$ cat src/rtl/cla12_mp_sequencer.sv
// Multi-precision add sequencer feeding an external cla12, one 12-bit slice per clock, LSW first.
// Optional subtract mode is enabled by defining CLA12_MP_SUB_EN (adds the sub input port).
module cla12_mp_sequencer #(
  parameter int WORDS = 3
) (
  input  logic                  clk,
  input  logic                  rst_n,
  input  logic                  in_valid,
  output logic                  in_ready,
  input  logic [12*WORDS-1:0]   a,
  input  logic [12*WORDS-1:0]   b,
  input  logic                  cin,
`ifdef CLA12_MP_SUB_EN
  input  logic                  sub,
`endif
  output logic [11:0]           add_a,
  output logic [11:0]           add_b,
  output logic                  add_cin,
  input  logic [11:0]           add_sum,
  input  logic                  add_cout,
  output logic                  out_valid,
  input  logic                  out_ready,
  output logic [12*WORDS-1:0]   result,
  output logic                  cout
);

  localparam int W  = 12 * WORDS;
  localparam int CW = (WORDS > 1) ? $clog2(WORDS) : 1;
  localparam logic [CW-1:0] LAST = CW'(WORDS - 1);

  typedef enum logic [1:0] {IDLE, RUN, DONE} state_t;

  state_t          state_reg, state_next;
  logic [CW-1:0]   cnt_reg;
  logic            carry_reg;
  logic            cout_reg;
  logic [W-1:0]    a_reg, b_reg;
  logic [11:0]     result_sl_reg [WORDS];
  logic [11:0]     a_sl [WORDS];
  logic [11:0]     b_sl [WORDS];
  logic            sub_reg;
  logic            accept;

  // Slice views of the latched operands and the assembled result.
  genvar gi;
  generate
    for (gi = 0; gi < WORDS; gi++) begin : g_slice
      assign a_sl[gi] = a_reg[gi*12 +: 12];
      assign b_sl[gi] = b_reg[gi*12 +: 12];
      assign result[gi*12 +: 12] = result_sl_reg[gi];
    end
  endgenerate

  assign cout = cout_reg;

  always_ff @(posedge clk or negedge rst_n) begin
    if (!rst_n) state_reg <= IDLE;
    else        state_reg <= state_next;
  end

  always_comb begin
    state_next = state_reg;
    in_ready   = 1'b0;
    out_valid  = 1'b0;
    accept     = 1'b0;
    add_a      = '0;
    add_b      = '0;
    add_cin    = 1'b0;
    case (state_reg)
      IDLE: begin
        in_ready = 1'b1;
        if (in_valid) begin
          accept     = 1'b1;
          state_next = RUN;
        end
      end
      RUN: begin
        add_a   = a_sl[cnt_reg];
        add_b   = b_sl[cnt_reg] ^ {12{sub_reg}};
        add_cin = carry_reg;
        if (cnt_reg == LAST) state_next = DONE;
      end
      DONE: begin
        out_valid = 1'b1;
        if (out_ready) state_next = IDLE;
      end
      default: state_next = IDLE;
    endcase
  end

`ifdef CLA12_MP_SUB_EN
  always_ff @(posedge clk or negedge rst_n) begin
    if (!rst_n)      sub_reg <= 1'b0;
    else if (accept) sub_reg <= sub;
  end
  // Subtraction is A + ~B + 1, so the initial carry is forced high.
  wire carry_init = sub ? 1'b1 : cin;
`else
  assign sub_reg = 1'b0;
  wire carry_init = cin;
`endif

  always_ff @(posedge clk or negedge rst_n) begin
    if (!rst_n) begin
      cnt_reg   <= '0;
      carry_reg <= 1'b0;
      cout_reg  <= 1'b0;
      a_reg     <= '0;
      b_reg     <= '0;
      for (int i = 0; i < WORDS; i++) result_sl_reg[i] <= '0;
    end else if (accept) begin
      a_reg     <= a;
      b_reg     <= b;
      carry_reg <= carry_init;
      cnt_reg   <= '0;
    end else if (state_reg == RUN) begin
      result_sl_reg[cnt_reg] <= add_sum;
      carry_reg              <= add_cout;
      cnt_reg                <= cnt_reg + CW'(1);
      if (cnt_reg == LAST) cout_reg <= add_cout;
    end
  end

endmodule

$ cat config.mk
export PLATFORM = sky130hd
export DESIGN_NAME = cla12_mp_sequencer
export DESIGN_NICKNAME = d
export VERILOG_FILES = /design/src/rtl/cla12_mp_sequencer.sv
export SDC_FILE = /design/constraint.sdc
export NUM_CORES = 1
export LEC_CHECK = 0
export CAP_MARGIN = 20
export CORE_UTILIZATION = 25
export CTS_CLUSTER_SIZE = 8
export DETAILED_ROUTE_END_ITERATION = 12
export GPL_TIMING_DRIVEN = 1
export SYNTH_ARGS = -nofsm -noshare
export SYNTH_HDL_FRONTEND = slang
export SYNTH_SLANG_ARGS = --single-unit
$ cat constraint.sdc
create_clock -name clk -period 5 [get_ports clk]
set_input_delay 1.25 -clock clk [delete_from_list [all_inputs] [get_ports clk]]
set_output_delay 1.25 -clock clk [all_outputs]
set_load 0.01 [all_outputs]
==> results_dict.tcl, run 1 <==
set metrics [dict create \
    status "finished, final reports clean" \
    post_cts_resized 0 \
    io_pins 154 \
    drc 0 \
    worst_pin_slew_ps 764.8 \
    ir_worst_vdd_mv 0.3280 \
    p_comb_frac 0.464 \
    crit_buf_inv 3 \
    power_density_nw_per_um2 708.3 \
    final_core_util 0.3726 \
    clock_sinks 114 \
    power.total_mw 5.427 \
    fmax_mhz 256.1 \
    post_cts_buffers 0 \
    cp-end-kind "output pin" \
    pre_cts_ws_ps 1462 \
    regArea_um2 2854 \
    synth_area_um2 5314 \
    hold_viol_final 0 \
    pwr-share-clk 0.223 \
    rsz0062_at_grt "no" \
    portBuffers 153 \
    ant_nets 0 \
    die_width_um 147.8 \
    clk_pin_slew_ps 60 \
    place.gp.congestion 0.7387 \
    drive_gt1_frac 0.2375 \
    synth.area.top_cells "dfrtp_1 54%, mux2_4 19%, mux2_1 5.5%" \
    ys.warnings.count 0 \
    max-cap-violations 0 \
    synth_top_area_frac 0.5368 \
    insertion_delay_ps 420 \
    intPower_mw 3.653 \
    stdcell_count 809 \
    start_util 0.2585 \
    grt_pass1_vias 3887 \
    crit_chain "clkinv_1 > buf_4 > o21ai_0 > a21oi_1 > clkdlybuf4s50_1" \
    layout_min_cycle_time_ps 3905 \
    die_h_um 147.8 \
    syn_area_per_cell_um2 14.32 \
    grt_usage 0.1269 \
    seqPwrFrac 0.314 \
    hold_slack_ps 473.3 \
    ys_ff_latch 114 \
    arrival_ps 2650 \
    cts_tree "done" \
    dr.pass1.iters 4 \
    max_stage_delay_ps 600 \
    dpl.hpwl_mm 9.004 \
    slowest_stage "clkinv_1" \
    cts_inserted_buffers 17 \
    finalNetCount 619 \
    vias 3497 \
    crit_required_ps 3750 \
    root_buffer "clkbuf_16" \
    via_per_inst 4.323 \
    setup_viol 0 \
    report.final.slew_viol_count 0 \
    cp_top_family "buffers and inverters" \
    grt_overflow_total 0 \
    drt-total-wl_mm 13.17 \
    leakage_nw 3.253 \
    syn_inst 371 \
    finalWorstSetupSlack_ps 1096 \
    skew_ps 6.779 \
    grt_max_degree 52 \
    row_count 52 \
    core_um2 20560 \
    critPathKind "register to output pin" \
    p_sw_frac 0.3268 \
    cts_hold_buf 0 \
    seq_area_frac_synth 0.5368 \
    yosysTopAreaCell "dfrtp_1" \
    synth_cell_types 24 \
    cts_htree_levels 4 \
    multi_input_area_um2 2270 \
    fin_area_um2 7661 \
    critPathLaunchType "register" \
    place_area_um2 7058 \
    placed_cells 776 \
    period_share 0.7809 \
    drt_iter0_drc 88 \
    slew_headroom 0.4901 \
    clockBufferDepth 2 \
    r2r_slack_ps 2540 \
    wl_per_cell_um 16.28 \
    antenna_found_initial 0 \
    antennaDiodeCount 0 \
    min_path_type "register to register" \
    switching_power_mw 1.773 \
    area_growth_pct 44.17 \
    synth_fp_nets 464 \
    dieArea_um2 21840 \
    crit_path_max_fanout 27 \
    tns_ps 0 \
    fill_cells 1984 \
    grt_pass1_wl_mm 21.00 \
]
-- cells in the mapped netlist --
master / number
a21oi_1: 24
a32oi_1: 1
and2_1: 2
and2b_2: 1
buf_2: 5
buf_4: 1
buf_6: 10
clkbuf_1: 9
dfrtp_1: 114
ha_1: 3
inv_1: 4
mux2_1: 26
mux2_2: 14
mux2_4: 69
mux2i_1: 25
nand2_1: 8
nand2_2: 1
nand2b_1: 1
nor2_1: 1
nor2_2: 1
nor2b_1: 24
o21ai_0: 25
o21bai_1: 1
o31ai_1: 1
-- per-layer routing --
layer	track usage	wire length [um]
met5	0	0
met4	0.05258	216
met3	0.03765	738
met2	0.1993	6077
met1	0.1624	6136
-- placed cells by master (no fill, tap or decap), drive strengths merged --
master / netlist / routed
o31ai: 1 / 1
nor2: 2 / 2
clkdlybuf4s50: 0 / 152
clkinvlp: 0 / 3
a21oi: 24 / 24
dfrtp: 114 / 114
nor2b: 24 / 24
ha: 3 / 3
bufinv: 0 / 2
mux2: 109 / 109
nand2b: 1 / 1
and2: 2 / 2
o21ai: 25 / 25
a32oi: 1 / 1
clkinv: 0 / 6
buf: 16 / 9
mux2i: 25 / 25
inv: 4 / 7
o21bai: 1 / 1
nand2: 9 / 9
and2b: 1 / 1
clkbuf: 9 / 18
-- worst register-to-register path: cells and delay by family, from the launching register on --
| kind | cells | cell delay, ps |
|---|---|---|
| buffers and inverters | 3 | 550 |
| and+or+nand+nor | 1 | 460 |
| DFF | 1 | 750 |
| muxes | 1 | 400 |
| adders and majority gates | 1 | 200 |
-- path summary, 6_finish.rpt --
kind,start,to,cells past startpoint
min in group asynchronous,rst_n,result[0]$_DFFE_PN0P_,1
hold / removal,carry_reg$_DFFE_PN0P_,carry_reg$_DFFE_PN0P_,2
setup / recovery,cnt_reg[1]$_DFFE_PN0P_,add_b[0],5
max in group asynchronous,rst_n,b_reg[32]$_DFFE_PN0P_,2
hold reg to reg,carry_reg$_DFFE_PN0P_,carry_reg$_DFFE_PN0P_,2
setup reg to reg,cnt_reg[0]$_DFFE_PN0P_,result[0]$_DFFE_PN0P_,6
-- power groups by stage --
stage	Combinational [mW]	Sequential (mW)	Clock, mW
after floorplan	1.53	1.68	0
after global placement	2.46	1.73	0
after detailed placement	2.50	1.75	0
after CTS	2.51	1.74	1.23
after global routing	2.72	1.77	1.28
final	2.52	1.70	1.21
-- final cells by class --
type,instances,area share
clock buffers,18,0.05602
clock inverters,14,0.02009
inverters,4,0.001960
multi-input cells,228,0.2963
flip-flops and latches,114,0.3725
well taps,270,0.04410
repair buffers,161,0.2090
-- cells by family (layout without fill, tap and decap cells) --
logic type,count (synthesis),after routing,synth area share
AOI/OAI and AO/OA,52,52,0.05063
adders and majority gates,3,3,0.007065
buffers and inverters,29,197,0.03650
DFF,114,114,0.5369
muxes,134,134,0.3268
and+or+nand+nor,39,39,0.04215
(Power assumes the default switching activity.)
==> run 2, diff against run 1 <==
Clock period 5 ns to 3.55 ns, I/O delays scaled along.
==> run 2 against run 1 <==
Net effect:
- critical endpoint is now add_b[7]
- first-iteration DRC count down 14%
- core utilization up 0.37 points
- clock skew down 0.91 ps
- count of clock-buffer cells in the layout unchanged
- critical path depth down 1
==> results_dict.tcl, run 2 (synthesized netlist as in run 1, its figures left out) <==
set metrics [dict create \
    status "finished, final reports clean" \
    io_pins 154 \
    ir_worst_vdd_mv 0.4813 \
    grt_usage 0.1278 \
    ant_nets 0 \
    wl_per_cell_um 16.37 \
    insertion_delay_ps 410 \
    clockBufferDepth 2 \
    crit_required_ps 2660 \
    place.gp.congestion 0.7509 \
    max-cap-violations 0 \
    start_util 0.2585 \
    grt_pass1_wl_mm 21.17 \
    skew_ps 5.873 \
    slew_headroom 0.5575 \
    post_cts_resized 0 \
    antennaDiodeCount 0 \
    cts_tree "done" \
    critPathLaunchType "register" \
    final_core_util 0.3763 \
    crit_chain "and2b_2 > o21ai_0 > a21oi_1 > clkdlybuf4s50_1" \
    worst_pin_slew_ps 662.1 \
    leakage_nw 3.285 \
    max_stage_delay_ps 580 \
    core_um2 20560 \
    grt_pass1_vias 3866 \
    rsz0062_at_grt "no" \
    portBuffers 153 \
    cts_hold_buf 0 \
    crit_path_max_fanout 28 \
    setup_viol 0 \
    slowest_stage "clkdlybuf4s50_1" \
    fmax_mhz 306.6 \
    cts_inserted_buffers 17 \
    seqPwrFrac 0.301 \
    tns_ps 0 \
    layout_common_cells "152 x clkdlybuf4s50_1, 113 x dfrtp_1, 69 x mux2_4, 26 x mux2_1" \
    area_growth_pct 45.61 \
    finalWorstSetupSlack_ps 288.6 \
    clock_sinks 114 \
    pre_cts_ws_ps 643.2 \
    min_path_type "register to register" \
    pwr-share-clk 0.234 \
    grt_overflow_total 0 \
    power_density_nw_per_um2 1006 \
    grt_max_degree 51 \
    report.final.slew_viol_count 0 \
    cts_htree_levels 4 \
    intPower_mw 5.318 \
    clk_pin_slew_ps 60 \
    p_comb_frac 0.464 \
    drt-total-wl_mm 13.26 \
    period_share 0.9187 \
    die_width_um 147.8 \
    p_sw_frac 0.3170 \
    layout_commonest_cell "clkdlybuf4s50_1" \
    via_per_inst 4.360 \
    dr.pass1.iters 4 \
    finalNetCount 620 \
    vias 3532 \
    row_count 52 \
    drive_gt1_frac 0.2407 \
    root_buffer "clkbuf_16" \
    drc 0 \
    arrival_ps 2370 \
    hold_viol_final 0 \
    cp-end-kind "output pin" \
    die_h_um 147.8 \
    dpl.hpwl_mm 9.356 \
    critPathKind "register to output pin" \
    drt_iter0_drc 76 \
    layout_min_cycle_time_ps 3261 \
    post_cts_buffers 0 \
    dieArea_um2 21840 \
    antenna_found_initial 0 \
    switching_power_mw 2.468 \
]
-- run 2: cell count changes in the layout (fill, tap and decap cells not counted) --
cell | previous run | this run
inv_6 | 4 | 0
buf_12 | 1 | 3
bufinv_16 | 2 | 4
clkinv_2 | 2 | 4
buf_4 | 8 | 7
clkbuf_1 | 1 | 0
clkbuf_8 | 0 | 1
clkinv_4 | 3 | 2
clkinvlp_4 | 3 | 4
-- run 2: worst paths after layout --
kind / startpoint / endpoint / slack (ps) / depth (start not counted)
worst max-delay path: state_reg[1]$_DFFE_PN0P_ / add_b[7] / 290 / 4
worst min-delay path: carry_reg$_DFFE_PN0P_ / carry_reg$_DFFE_PN0P_ / 480 / 2
worst max register to register: state_reg[1]$_DFFE_PN0P_ / result[5]$_DFFE_PN0P_ / 1320 / 4
worst min register to register: carry_reg$_DFFE_PN0P_ / carry_reg$_DFFE_PN0P_ / 480 / 2
max in group asynchronous: rst_n / cnt_reg[0]$_DFFE_PN0P_ / 2190 / 2
min in group asynchronous: rst_n / result[24]$_DFFE_PN0P_ / 490 / 1
-- run 2: cell type report --
type / count / area [um2]
Fill cell: 1995 / 12820
Timing Repair Buffer: 162 / 1634
Clock inverter: 14 / 187.7
Multi-Input combinational cell: 228 / 2270
Tap cell: 270 / 337.8
Clock buffer: 18 / 439.2
Sequential cell: 114 / 2854
Inverter: 4 / 15.01
-- run 2: layer usage --
layer | global-route usage | wire length (um) | vias to the layer above | part of all wire
li1 | - | - | 1616 | -
met1 | 0.1631 | 6008 | 1775 | 0.45
met2 | 0.2007 | 6179 | 129 | 0.47
met3 | 0.04321 | 920 | 12 | 0.069
met4 | 0.04588 | 150 | 0 | 0.011
met5 | 0 | 0 | - | 0
-- run 2: worst max-delay path, delay by kind of cell (launching register included) --
| family | cells | cell delay, ps |
|---|---|---|
| AND/OR/NAND/NOR | 1 | 570 |
| AO/OA/AOI/OAI | 2 | 400 |
| buffers and inverters | 1 | 580 |
| flip-flops | 1 | 430 |
-- run 2: power groups by stage --
| stage | sequential, mW | combinational, mW | clock [mW] |
|---|---|---|---|
| floorplan | 2.37 | 2.16 | 0 |
| global placement | 2.33 | 3.63 | 0 |
| detailed placement | 2.36 | 3.68 | 0 |
| CTS | 2.36 | 3.69 | 1.88 |
| global route | 2.43 | 3.91 | 1.93 |
| finish | 2.35 | 3.62 | 1.82 |
-- run 2: through the flow --
stage	instances	hold WS [ps]	total power, mW	instance area, um2
after floorplan	371	437.5	4.533	5314
after global placement	778	457.1	5.965	7111
after detailed placement	778	467.7	6.040	7111
after CTS	810	480.5	7.925	7737
after global routing	810	506.4	8.274	7737
final	810	476.0	7.786	7737
